`src/rtl/counter_window_pkg.sv`:
```
// Shared types and default widths for the windowed event counter controller.
package counter_window_pkg;

  localparam int CNT_W_DEF = 8;
  localparam int WIN_W_DEF = 16;

  typedef enum logic [1:0] {
    IDLE  = 2'd0,
    COUNT = 2'd1,
    DONE  = 2'd2
  } state_t;

endpackage

```
`src/rtl/counter_window_ctrl_event_counter.sv`:
```
// Event counter with clear; wraps and flags overflow, or saturates when
// COUNTER_WINDOW_CTRL_SATURATE_EN is defined.
module event_counter #(
  parameter int CNT_W = 8
) (
  input  logic             clk,
  input  logic             rst,
  input  logic             clr,
  input  logic             inc,
  output logic [CNT_W-1:0] count,
  output logic             ovf
);

  localparam logic [CNT_W-1:0] CNT_MAX = '1;

  always_ff @(posedge clk) begin
    if (rst) begin
      count <= '0;
      ovf   <= 1'b0;
    end else if (clr) begin
      count <= '0;
      ovf   <= 1'b0;
    end else if (inc) begin
      if (count == CNT_MAX) begin
`ifdef COUNTER_WINDOW_CTRL_SATURATE_EN
        count <= CNT_MAX;
`else
        count <= '0;
`endif
        // sticky until the next clear
        ovf <= 1'b1;
      end else begin
        count <= count + CNT_W'(1);
      end
    end
  end

endmodule

```
`src/rtl/counter_window_ctrl.sv`:
```
// Counts rising edges of `in` over a programmable window and hands the count
// out on a valid/ready port. Build option: COUNTER_WINDOW_CTRL_SATURATE_EN.
//
// state | meaning
// IDLE  | waiting for start; abort ignored
// COUNT | window open, rising edges of in are counted
// DONE  | result captured/presented, waiting for result_ready
module counter_window_ctrl
  import counter_window_pkg::*;
#(
  parameter int CNT_W = CNT_W_DEF,
  parameter int WIN_W = WIN_W_DEF
) (
  input  logic             clk,
  input  logic             rst,
  input  logic             in,
  input  logic             start,
  input  logic             abort,
  input  logic [WIN_W-1:0] cfg_window,
  output logic             busy,
  output logic [CNT_W-1:0] result,
  output logic             result_valid,
  input  logic             result_ready,
  output logic             overflow
);

  state_t           state;
  state_t           state_nxt;
  logic             in_q;
  logic             edge_evt;
  logic [WIN_W-1:0] win_rem;
  logic [CNT_W-1:0] cnt_val;
  logic             cnt_ovf;
  logic             cnt_clr;
  logic             cnt_inc;
  logic             win_load;
  logic             win_dec;
  logic             res_load;
  logic             rv_clr;

  assign edge_evt = in & ~in_q;
  assign cnt_inc  = (state == COUNT) & edge_evt;
  assign busy     = (state != IDLE);

  event_counter #(
    .CNT_W(CNT_W)
  ) u_event_counter (
    .clk  (clk),
    .rst  (rst),
    .clr  (cnt_clr),
    .inc  (cnt_inc),
    .count(cnt_val),
    .ovf  (cnt_ovf)
  );

  always_ff @(posedge clk) begin
    if (rst) begin
      state <= IDLE;
    end else begin
      state <= state_nxt;
    end
  end

  always_comb begin
    state_nxt = state;
    cnt_clr   = 1'b0;
    win_load  = 1'b0;
    win_dec   = 1'b0;
    res_load  = 1'b0;
    rv_clr    = 1'b0;
    case (state)
      IDLE: begin
        if (start) begin
          cnt_clr = 1'b1;
          if (cfg_window != '0) begin
            win_load  = 1'b1;
            state_nxt = COUNT;
          end else begin
            state_nxt = DONE;
          end
        end
      end
      COUNT: begin
        if (abort) begin
          state_nxt = IDLE;
        end else begin
          win_dec = 1'b1;
          if (win_rem == WIN_W'(1)) begin
            state_nxt = DONE;
          end
        end
      end
      DONE: begin
        // first DONE cycle captures the settled count, so the last window
        // cycle's event is included
        if (!result_valid) begin
          res_load = 1'b1;
        end else if (result_ready) begin
          rv_clr    = 1'b1;
          state_nxt = IDLE;
        end
      end
      default: state_nxt = IDLE;
    endcase
  end

  always_ff @(posedge clk) begin
    if (rst) begin
      in_q         <= 1'b0;
      win_rem      <= '0;
      result       <= '0;
      result_valid <= 1'b0;
      overflow     <= 1'b0;
    end else begin
      in_q <= in;
      if (win_load) begin
        win_rem <= cfg_window;
      end else if (win_dec) begin
        win_rem <= win_rem - WIN_W'(1);
      end
      if (res_load) begin
        result       <= cnt_val;
        overflow     <= cnt_ovf;
        result_valid <= 1'b1;
      end else if (rv_clr) begin
        result_valid <= 1'b0;
      end
    end
  end

endmodule

```
`config.mk`:
```
export PLATFORM = sky130hd
export DESIGN_NAME = counter_window_ctrl
export DESIGN_NICKNAME = d
export VERILOG_FILES = /design/src/rtl/counter_window_pkg.sv /design/src/rtl/counter_window_ctrl_event_counter.sv /design/src/rtl/counter_window_ctrl.sv
export SDC_FILE = /design/constraint.sdc
export NUM_CORES = 1
export LEC_CHECK = 0
export ABC_AREA = 1
export ABC_CLOCK_PERIOD_IN_PS = 3000
export CAP_MARGIN = 20
export CORE_MARGIN = 1.5
export CORE_UTILIZATION = 56
export CTS_CLUSTER_DIAMETER = 150
export DETAILED_ROUTE_END_ITERATION = 7
export PLACE_DENSITY = 0.91
export RECOVER_POWER = 25
export SLEW_MARGIN = 5
export SYNTH_ARGS = -nofsm -noshare
export SYNTH_HDL_FRONTEND = slang
export SYNTH_SLANG_ARGS = --single-unit
```
`constraint.sdc`:
```
create_clock -name clk -period 3 [get_ports clk]
set_clock_uncertainty 0.15 [all_clocks]
set_input_delay 0.45 -clock clk [delete_from_list [all_inputs] [get_ports clk]]
set_output_delay 0.45 -clock clk [all_outputs]
set_load 0.02 [all_outputs]
```
==> results of run 1 <==
## stage by stage
stage / std cells / cell area, um2 / hold WS, ns / total power [mW] / utilization [%]
2_1_floorplan: 347 / 2230 / 0.281 / 0.864 / -
3_3_place_gp: 420 / 2560 / 0.293 / 0.951 / 68.4
3_5_place_dp: 420 / 2560 / 0.308 / 0.963 / 68.4
4_1_cts: 427 / 2670 / 0.318 / 1.40 / 71.4
5_1_grt: 427 / 2670 / 0.341 / 1.49 / 71.3
6_report: 427 / 2670 / 0.314 / 1.40 / 71.3
## power by group through the flow
stage	clock network (mW)	registers, mW	logic [mW]
6_report	0.441	0.567	0.392
3_5_place_dp	0	0.577	0.385
4_1_cts	0.444	0.566	0.389
5_1_grt	0.474	0.571	0.444
3_3_place_gp	0	0.576	0.375
2_1_floorplan	0	0.571	0.294
## flip-flops by register name (all words and copies together), names as in the netlist
name	flops
u_event_counter.ovf	1
result_valid	1
result	8
overflow	1
state	2
win_rem	16
u_event_counter.count	8
in_q	1
## final cells by class
type / instances / area (um2)
multi-input combinational: 256 / 1240
fill: 336 / 1070
sequential: 38 / 761
timing repair buffer: 33 / 324
inverter: 45 / 171
clock buffer: 6 / 82.6
tap: 48 / 60.1
clock inverter: 1 / 30.0
## metal layers
metal / GRT usage [%] / vias to the layer above
met3: 5.62 / 11
met5: 0 / -
met2: 49.4 / 95
met1: 32.0 / 1064
li1: - / 1171
met4: 8.67 / 0
## worst max-delay path, cell delays in order
cell and delay [ns]:
sky130_fd_sc_hd__dlygate4sd3_1 0.83, sky130_fd_sc_hd__clkbuf_1 0.49, sky130_fd_sc_hd__nor2_1 0.16, sky130_fd_sc_hd__inv_1 0.19
sky130_fd_sc_hd__nor2_1 0.07
## cell families after synthesis
group | share of synthesized area [%]
AOI/OAI and AO/OA | 7.00
xor gates and xnor gates | 3.14
adders and majority gates | 1.68
buffers and inverters | 10.4
DFF | 34.1
and+or+nand+nor | 43.7
## layout by cell type (no fill, tap or decap)
| cell | n |
|---|---|
| sky130_fd_sc_hd__a21oi_1 | 20 |
| sky130_fd_sc_hd__a21oi_2 | 1 |
| sky130_fd_sc_hd__a22oi_1 | 1 |
| sky130_fd_sc_hd__bufinv_16 | 1 |
| sky130_fd_sc_hd__clkbuf_1 | 1 |
| sky130_fd_sc_hd__clkbuf_8 | 6 |
| sky130_fd_sc_hd__clkdlybuf4s50_1 | 28 |
| sky130_fd_sc_hd__clkinv_1 | 2 |
| sky130_fd_sc_hd__dfxtp_1 | 38 |
| sky130_fd_sc_hd__dlygate4sd3_1 | 4 |
| sky130_fd_sc_hd__ha_1 | 3 |
| sky130_fd_sc_hd__inv_1 | 40 |
| sky130_fd_sc_hd__inv_2 | 2 |
| sky130_fd_sc_hd__inv_4 | 1 |
| sky130_fd_sc_hd__nand2_1 | 88 |
| sky130_fd_sc_hd__nand2_2 | 3 |
| sky130_fd_sc_hd__nand2_4 | 1 |
| sky130_fd_sc_hd__nand3_1 | 66 |
| sky130_fd_sc_hd__nand3b_1 | 2 |
| sky130_fd_sc_hd__nand4_1 | 2 |
| sky130_fd_sc_hd__nor2_1 | 47 |
| sky130_fd_sc_hd__nor2_2 | 2 |
| sky130_fd_sc_hd__nor2_4 | 2 |
| sky130_fd_sc_hd__nor2_8 | 2 |
| sky130_fd_sc_hd__o21ai_0 | 5 |
| sky130_fd_sc_hd__o21bai_1 | 2 |
| sky130_fd_sc_hd__or2_0 | 1 |
| sky130_fd_sc_hd__xnor2_1 | 2 |
| sky130_fd_sc_hd__xor2_1 | 6 |
## worst min path at each step
stage	slack, ns	endpoint	cells past startpoint	start
5_1_grt	0.34	result[2]	2	result[2]
2_1_floorplan	0.28	u_event_counter.ovf	2	u_event_counter.ovf
4_1_cts	0.32	result[3]	2	result[3]
6_report	0.31	result[3]	2	result[3]
3_5_place_dp	0.31	result[3]	2	result[3]
3_3_place_gp	0.29	u_event_counter.ovf	2	u_event_counter.ovf
==> impl_metrics.prom, run 1 <==
# TYPE chip_impl_metric gauge
chip_impl_metric{name="dr_total_vias",unit=""} 2341
chip_impl_metric{name="worst_slack",unit="ns"} 0.844
chip_impl_metric{name="routabilityCongestion",unit=""} 0.870
chip_impl_metric{name="timing_worst_slew_pin_value",unit="ns"} 0.710
chip_impl_metric{name="worst_skew_pair.late_latency",unit="ns"} 0.29
chip_impl_metric{name="finalWirelength",unit="um"} 5480
chip_impl_metric{name="io_pins",unit=""} 33
chip_impl_info{name="run_status",value="completed"} 1
chip_impl_metric{name="final.setup.tns",unit="ns"} 0
chip_impl_metric{name="detailed_place_hpwl",unit="um"} 3900
chip_impl_metric{name="max_freq",unit="MHz"} 464
chip_impl_metric{name="worst_ep_arrival_time",unit="ns"} 2.19
chip_impl_metric{name="final.min_clock_period",unit="ns"} 2.16
chip_impl_metric{name="synth_async_sr_flop_share",unit="%"} 0
chip_impl_info{name="synthDominantAreaCellType",value="sky130_fd_sc_hd__dfxtp_1"} 1
chip_impl_metric{name="synth-seq-area-share",unit="%"} 34.1
chip_impl_metric{name="timing.final.max_slew_violations",unit=""} 0
chip_impl_metric{name="syn_inst",unit=""} 347
chip_impl_metric{name="critPathRequiredTime",unit="ns"} 3.03
chip_impl_metric{name="synth_fp_nets",unit=""} 372
chip_impl_metric{name="met2_length",unit="um"} 2700
chip_impl_metric{name="finalNetCount",unit=""} 404
chip_impl_metric{name="layout-area-overhead-vs-synth",unit="%"} 19.5
chip_impl_info{name="rr_endpoint",value="result[7]"} 1
chip_impl_metric{name="initialDrtViolationCount",unit=""} 186
chip_impl_metric{name="grt_first_pass_wirelength",unit="um"} 9290
chip_impl_metric{name="floorplan.die.width",unit="um"} 66.2
chip_impl_metric{name="internal_power",unit="mW"} 0.944
chip_impl_info{name="cp-startpoint",value="rst"} 1
chip_impl_metric{name="timing_hold_violations_final",unit=""} 0
chip_impl_metric{name="clkPwrFrac",unit="%"} 31.5
chip_impl_metric{name="layout_worst_path_cycle_share",unit="%"} 71.9
chip_impl_metric{name="grt_max_degree",unit=""} 19
chip_impl_metric{name="grt_overflow_total",unit=""} 0
chip_impl_metric{name="ir_worst_vdd",unit="V"} 0.000402
chip_impl_metric{name="clockBufferDepth",unit=""} 2
chip_impl_metric{name="n_antenna_cell",unit=""} 0
chip_impl_metric{name="rr_worst_depth",unit=""} 5
chip_impl_info{name="highest_metal_layer_used_by_the_detailed_router",value="met4"} 1
chip_impl_metric{name="row_count",unit=""} 22
chip_impl_metric{name="synth-edff-count",unit=""} 0
chip_impl_metric{name="power.switching",unit="mW"} 0.457
chip_impl_metric{name="rrSetupSlack",unit="ns"} 1.05
chip_impl_metric{name="setup_viol",unit=""} 0
chip_impl_metric{name="ys_types",unit=""} 28
chip_impl_metric{name="power.share.combinational",unit="%"} 28.0
chip_impl_metric{name="via_count_of_the_first_global_routing_pass",unit=""} 2140
chip_impl_metric{name="antenna_found_initial",unit=""} 0
chip_impl_metric{name="drtPass1Iterations",unit=""} 6
chip_impl_metric{name="yosys_top_cell_area_share",unit="%"} 34.1
chip_impl_info{name="timing.rr.start",value="state[1]"} 1
chip_impl_metric{name="initial_core_util",unit="%"} 59.7
chip_impl_metric{name="ys_seq_elements",unit=""} 38
chip_impl_info{name="critical_path.startpoint_type",value="input port"} 1
chip_impl_metric{name="htreeDepth",unit=""} 2
chip_impl_metric{name="post_cts_resized",unit=""} 0
chip_impl_metric{name="cts_inserted_buffers",unit=""} 5
chip_impl_info{name="synthMostInstantiatedCell",value="sky130_fd_sc_hd__nand2_1"} 1
chip_impl_metric{name="post_drt_wl_per_cell",unit="um"} 12.8
chip_impl_metric{name="netlist_area",unit="um2"} 2230
chip_impl_metric{name="core-area",unit="um2"} 3740
chip_impl_metric{name="groute.usage.overall",unit="%"} 27.3
chip_impl_metric{name="fp.dieH",unit="um"} 66.2
chip_impl_metric{name="setup_fix_buffers_added_after_clock_tree_synthesis",unit=""} 0
chip_impl_metric{name="port-buffer-count",unit=""} 32
chip_impl_metric{name="post-route-drc-count",unit=""} 0
chip_impl_metric{name="yosys_warnings",unit=""} 0
chip_impl_info{name="root_buffer",value="sky130_fd_sc_hd__clkbuf_8"} 1
chip_impl_info{name="dominantRegCellSynth",value="sky130_fd_sc_hd__dfxtp_1"} 1
chip_impl_metric{name="wl_met3",unit="um"} 386
chip_impl_info{name="cts_tree",value="done"} 1
chip_impl_metric{name="power.sequential.fraction",unit="%"} 40.5
chip_impl_info{name="hp-class",value="reg -> reg"} 1
chip_impl_info{name="synth.top_cells.by_area",value="sky130_fd_sc_hd__dfxtp_1 (34%), sky130_fd_sc_hd__nand2_1 (15%), sky130_fd_sc_hd__nand3_1 (15%), sky130_fd_sc_hd__nor2_1 (7.9%), sky130_fd_sc_hd__inv_1 (6.7%)"} 1
chip_impl_metric{name="layout-drive-gt1-share",unit="%"} 5.54
chip_impl_metric{name="leakagePower",unit="nW"} 1.21
chip_impl_metric{name="timing.critical_path.fanout_max",unit=""} 12
chip_impl_metric{name="routed_via_density",unit=""} 5.48
chip_impl_metric{name="slew-limit-headroom",unit="%"} 52.5
chip_impl_metric{name="cts.sink_count",unit=""} 38
chip_impl_info{name="setup.worst_path.end_class",value="register"} 1
chip_impl_info{name="worstSetupPathType",value="in -> reg"} 1
chip_impl_metric{name="power.switching_fraction",unit="%"} 32.6
chip_impl_metric{name="hold_buffers",unit=""} 0
chip_impl_metric{name="cts.reportedPaths.clkPinSlew",unit="ns"} 0.07
chip_impl_metric{name="power_density_cells",unit="nW/um2"} 525
chip_impl_metric{name="average_size_of_a_mapped_cell",unit="um2"} 6.44
chip_impl_info{name="setup_repair_after_global_routing_missed_its_margin",value="no"} 1
chip_impl_info{name="synth_common_cells",value="sky130_fd_sc_hd__nand2_1 (88), sky130_fd_sc_hd__nand3_1 (66), sky130_fd_sc_hd__nor2_1 (47)"} 1
chip_impl_info{name="worstSetupEndpoint",value="u_event_counter.count[2]"} 1
chip_impl_metric{name="floorplan.die_area",unit="um2"} 4380
chip_impl_metric{name="m1WireLength",unit="um"} 2300
chip_impl_metric{name="dp_slack",unit="ns"} 0.754
chip_impl_metric{name="drv_cap",unit=""} 0
chip_impl_metric{name="drt.antenna.violating_nets",unit=""} 0
(Power assumes the default switching activity.)
==> run 2: changes to the inputs <==
Settings changed: ABC_CLOCK_PERIOD_IN_PS 3000 to 2200, CORE_UTILIZATION 56 to 54, PLACE_DENSITY 0.91 to 0.89.
Clock period 3 ns to 2.2 ns, I/O delays scaled along.
==> run 2 against run 1 <==
Against the previous run:
- design area up 1.5%
- utilization down 3.5 points
- largest cell class unchanged
- combinational power up 35%
- via count down 2.6%
- global-route usage down 3.3 points
- sequential power up 36%
- hold slack worse by 0.0078 ns
- non-clock buffer count up 4
- clock-buffer cell count down 1
- sequential cell count unchanged
- critical endpoint is now busy
==> impl_metrics.prom, run 2 (synthesis results as in run 1) <==
# TYPE chip_impl_metric gauge
chip_impl_info{name="run_status",value="completed"} 1
chip_impl_metric{name="power.share.combinational",unit="%"} 26.2
chip_impl_metric{name="setup_viol",unit=""} 0
chip_impl_metric{name="grt_max_degree",unit=""} 19
chip_impl_metric{name="max_freq",unit="MHz"} 502
chip_impl_metric{name="port-buffer-count",unit=""} 32
chip_impl_metric{name="timing_hold_violations_final",unit=""} 0
chip_impl_metric{name="layout_worst_path_cycle_share",unit="%"} 90.5
chip_impl_metric{name="floorplan.die.width",unit="um"} 67.3
chip_impl_metric{name="timing.critical_path.fanout_max",unit=""} 4
chip_impl_metric{name="slew-limit-headroom",unit="%"} 59.5
chip_impl_info{name="setup_repair_after_global_routing_missed_its_margin",value="no"} 1
chip_impl_metric{name="final.min_clock_period",unit="ns"} 1.99
chip_impl_metric{name="rr_worst_depth",unit=""} 8
chip_impl_metric{name="detailed_place_hpwl",unit="um"} 3780
chip_impl_metric{name="power_density_cells",unit="nW/um2"} 745
chip_impl_metric{name="layout-drive-gt1-share",unit="%"} 6.51
chip_impl_info{name="critical_path.startpoint_type",value="register"} 1
chip_impl_metric{name="post-route-drc-count",unit=""} 0
chip_impl_metric{name="internal_power",unit="mW"} 1.38
chip_impl_metric{name="htreeDepth",unit=""} 2
chip_impl_metric{name="layout-area-overhead-vs-synth",unit="%"} 21.3
chip_impl_info{name="setup.worst_path.end_class",value="output pin"} 1
chip_impl_metric{name="routed_via_density",unit=""} 5.25
chip_impl_metric{name="initialDrtViolationCount",unit=""} 134
chip_impl_metric{name="groute.usage.overall",unit="%"} 24.0
chip_impl_metric{name="clockBufferDepth",unit=""} 2
chip_impl_metric{name="hold_buffers",unit=""} 0
chip_impl_metric{name="numPlacedInstances",unit=""} 426
chip_impl_metric{name="power.switching_fraction",unit="%"} 31.4
chip_impl_metric{name="power.switching",unit="mW"} 0.635
chip_impl_metric{name="worst_ep_arrival_time",unit="ns"} 1.51
chip_impl_info{name="worstSetupPathType",value="reg -> out"} 1
chip_impl_metric{name="routabilityCongestion",unit=""} 0.939
chip_impl_metric{name="largest_reg_flops",unit=""} 16
chip_impl_metric{name="setup_fix_buffers_added_after_clock_tree_synthesis",unit=""} 0
chip_impl_metric{name="drtPass1Iterations",unit=""} 4
chip_impl_metric{name="fp.dieH",unit="um"} 67.3
chip_impl_metric{name="grt_first_pass_wirelength",unit="um"} 8280
chip_impl_metric{name="cts.reportedPaths.clkPinSlew",unit="ns"} 0.07
chip_impl_metric{name="cts.sink_count",unit=""} 38
chip_impl_metric{name="core-area",unit="um2"} 4000
chip_impl_metric{name="cts_inserted_buffers",unit=""} 5
chip_impl_metric{name="timing_worst_slew_pin_value",unit="ns"} 0.607
chip_impl_metric{name="finalNetCount",unit=""} 408
chip_impl_info{name="hold_start",value="u_event_counter.ovf"} 1
chip_impl_metric{name="post_drt_wl_per_cell",unit="um"} 11.8
chip_impl_metric{name="via_count_of_the_first_global_routing_pass",unit=""} 2005
chip_impl_metric{name="finalWirelength",unit="um"} 5130
chip_impl_metric{name="power.sequential.fraction",unit="%"} 38.3
chip_impl_info{name="registers.top_by_ff_count",value="win_rem"} 1
chip_impl_metric{name="drt.antenna.violating_nets",unit=""} 0
chip_impl_metric{name="final.setup.tns",unit="ns"} 0
chip_impl_info{name="layout.cells.most_common_list",value="sky130_fd_sc_hd__nand2_1 (89), sky130_fd_sc_hd__nand3_1 (66), sky130_fd_sc_hd__nor2_1 (47), sky130_fd_sc_hd__inv_1 (40), sky130_fd_sc_hd__dfxtp_1 (38)"} 1
chip_impl_metric{name="drv_cap",unit=""} 0
chip_impl_metric{name="io_pins",unit=""} 33
chip_impl_metric{name="ir_worst_vdd",unit="V"} 0.000463
chip_impl_metric{name="placement.cell_area",unit="um2"} 2590
chip_impl_metric{name="leakagePower",unit="nW"} 1.23
chip_impl_info{name="final_common_cell",value="sky130_fd_sc_hd__nand2_1"} 1
chip_impl_info{name="cts_tree",value="done"} 1
chip_impl_info{name="timing.rr.start",value="state[1]"} 1
chip_impl_metric{name="dr_total_vias",unit=""} 2280
chip_impl_info{name="biggestRegsByFlops",value="win_rem x16, result x8, u_event_counter.count x8"} 1
chip_impl_metric{name="post_cts_resized",unit=""} 0
chip_impl_metric{name="initial_core_util",unit="%"} 55.8
chip_impl_metric{name="grt_overflow_total",unit=""} 0
chip_impl_metric{name="critPathRequiredTime",unit="ns"} 1.72
chip_impl_metric{name="antenna_found_initial",unit=""} 0
chip_impl_metric{name="worst_skew_pair.late_latency",unit="ns"} 0.30
chip_impl_metric{name="clkPwrFrac",unit="%"} 35.5
chip_impl_info{name="root_buffer",value="sky130_fd_sc_hd__clkbuf_8"} 1
chip_impl_metric{name="layoutNonFillerInstCount",unit=""} 434
chip_impl_info{name="hp-class",value="reg -> reg"} 1
chip_impl_metric{name="floorplan.die_area",unit="um2"} 4530
chip_impl_metric{name="timing.final.max_slew_violations",unit=""} 0
chip_impl_metric{name="post-route-cell-area",unit="um2"} 2710
chip_impl_metric{name="n_antenna_cell",unit=""} 0
chip_impl_metric{name="hold-path-cell-count",unit=""} 2
chip_impl_metric{name="row_count",unit=""} 23
chip_impl_info{name="cp-startpoint",value="state[1]"} 1
run 2: changes by cell type in the layout (fill, tap and decap cells not counted), sizes merged:
| cell | before | now |
|---|---|---|
| clkbuf | 7 | 6 |
| dlygate4sd3 | 4 | 0 |
| clkinv | 2 | 3 |
| buf | 0 | 4 |
| clkdlybuf4s50 | 28 | 32 |
| bufinv | 1 | 2 |
run 2: per-stage QoR:
step                utilization (%)  total power, mW  hold WS (ns)  setup slack, ns
floorplan                         -             1.18         0.281            0.763
global placement               64.8             1.30         0.293           0.0898
detailed placement             64.8             1.32         0.295           0.0563
CTS                            68.3             2.04         0.306            0.153
global route                   67.8             2.13         0.341            0.144
finish                         67.8             2.02         0.306            0.208
run 2: power by group through the flow:
stage / Sequential (mW) / Combinational (mW) / Clock [mW]
2_1_floorplan: 0.778 / 0.400 / 0
3_3_place_gp: 0.785 / 0.516 / 0
3_5_place_dp: 0.787 / 0.533 / 0
4_1_cts: 0.771 / 0.538 / 0.728
5_1_grt: 0.778 / 0.600 / 0.752
6_report: 0.773 / 0.528 / 0.717
run 2: path summary, 6_finish.rpt:
path                              end  slack [ns]
setup / recovery                 busy        0.21
hold / removal    u_event_counter.ovf        0.31
setup reg to reg          win_rem[14]        0.34
hold reg to reg   u_event_counter.ovf        0.31
run 2: per-layer routing:
| metal | wire length [um] | GRT usage (%) |
|---|---|---|
| met4 | 74 | 10.5 |
| met3 | 274 | 6.00 |
| met2 | 2530 | 41.2 |
| met5 | 0 | 0 |
| met1 | 2250 | 28.4 |
run 2: worst max-delay path, stage by stage, from the launching register on:
cell and delay, ns:
sky130_fd_sc_hd__dfxtp_1 0.38, sky130_fd_sc_hd__inv_1 0.11, sky130_fd_sc_hd__nand2_1 0.12, sky130_fd_sc_hd__clkdlybuf4s50_1 0.62
run 2: layout make-up:
| class | count | area, um2 |
|---|---|---|
| Timing Repair Buffer | 37 | 354 |
| Clock buffer | 5 | 68.8 |
| Inverter | 45 | 171 |
| Sequential cell | 38 | 761 |
| Multi-Input combinational cell | 256 | 1220 |
| Tap cell | 50 | 62.6 |
| Clock inverter | 3 | 68.8 |
| Fill cell | 335 | 1290 |
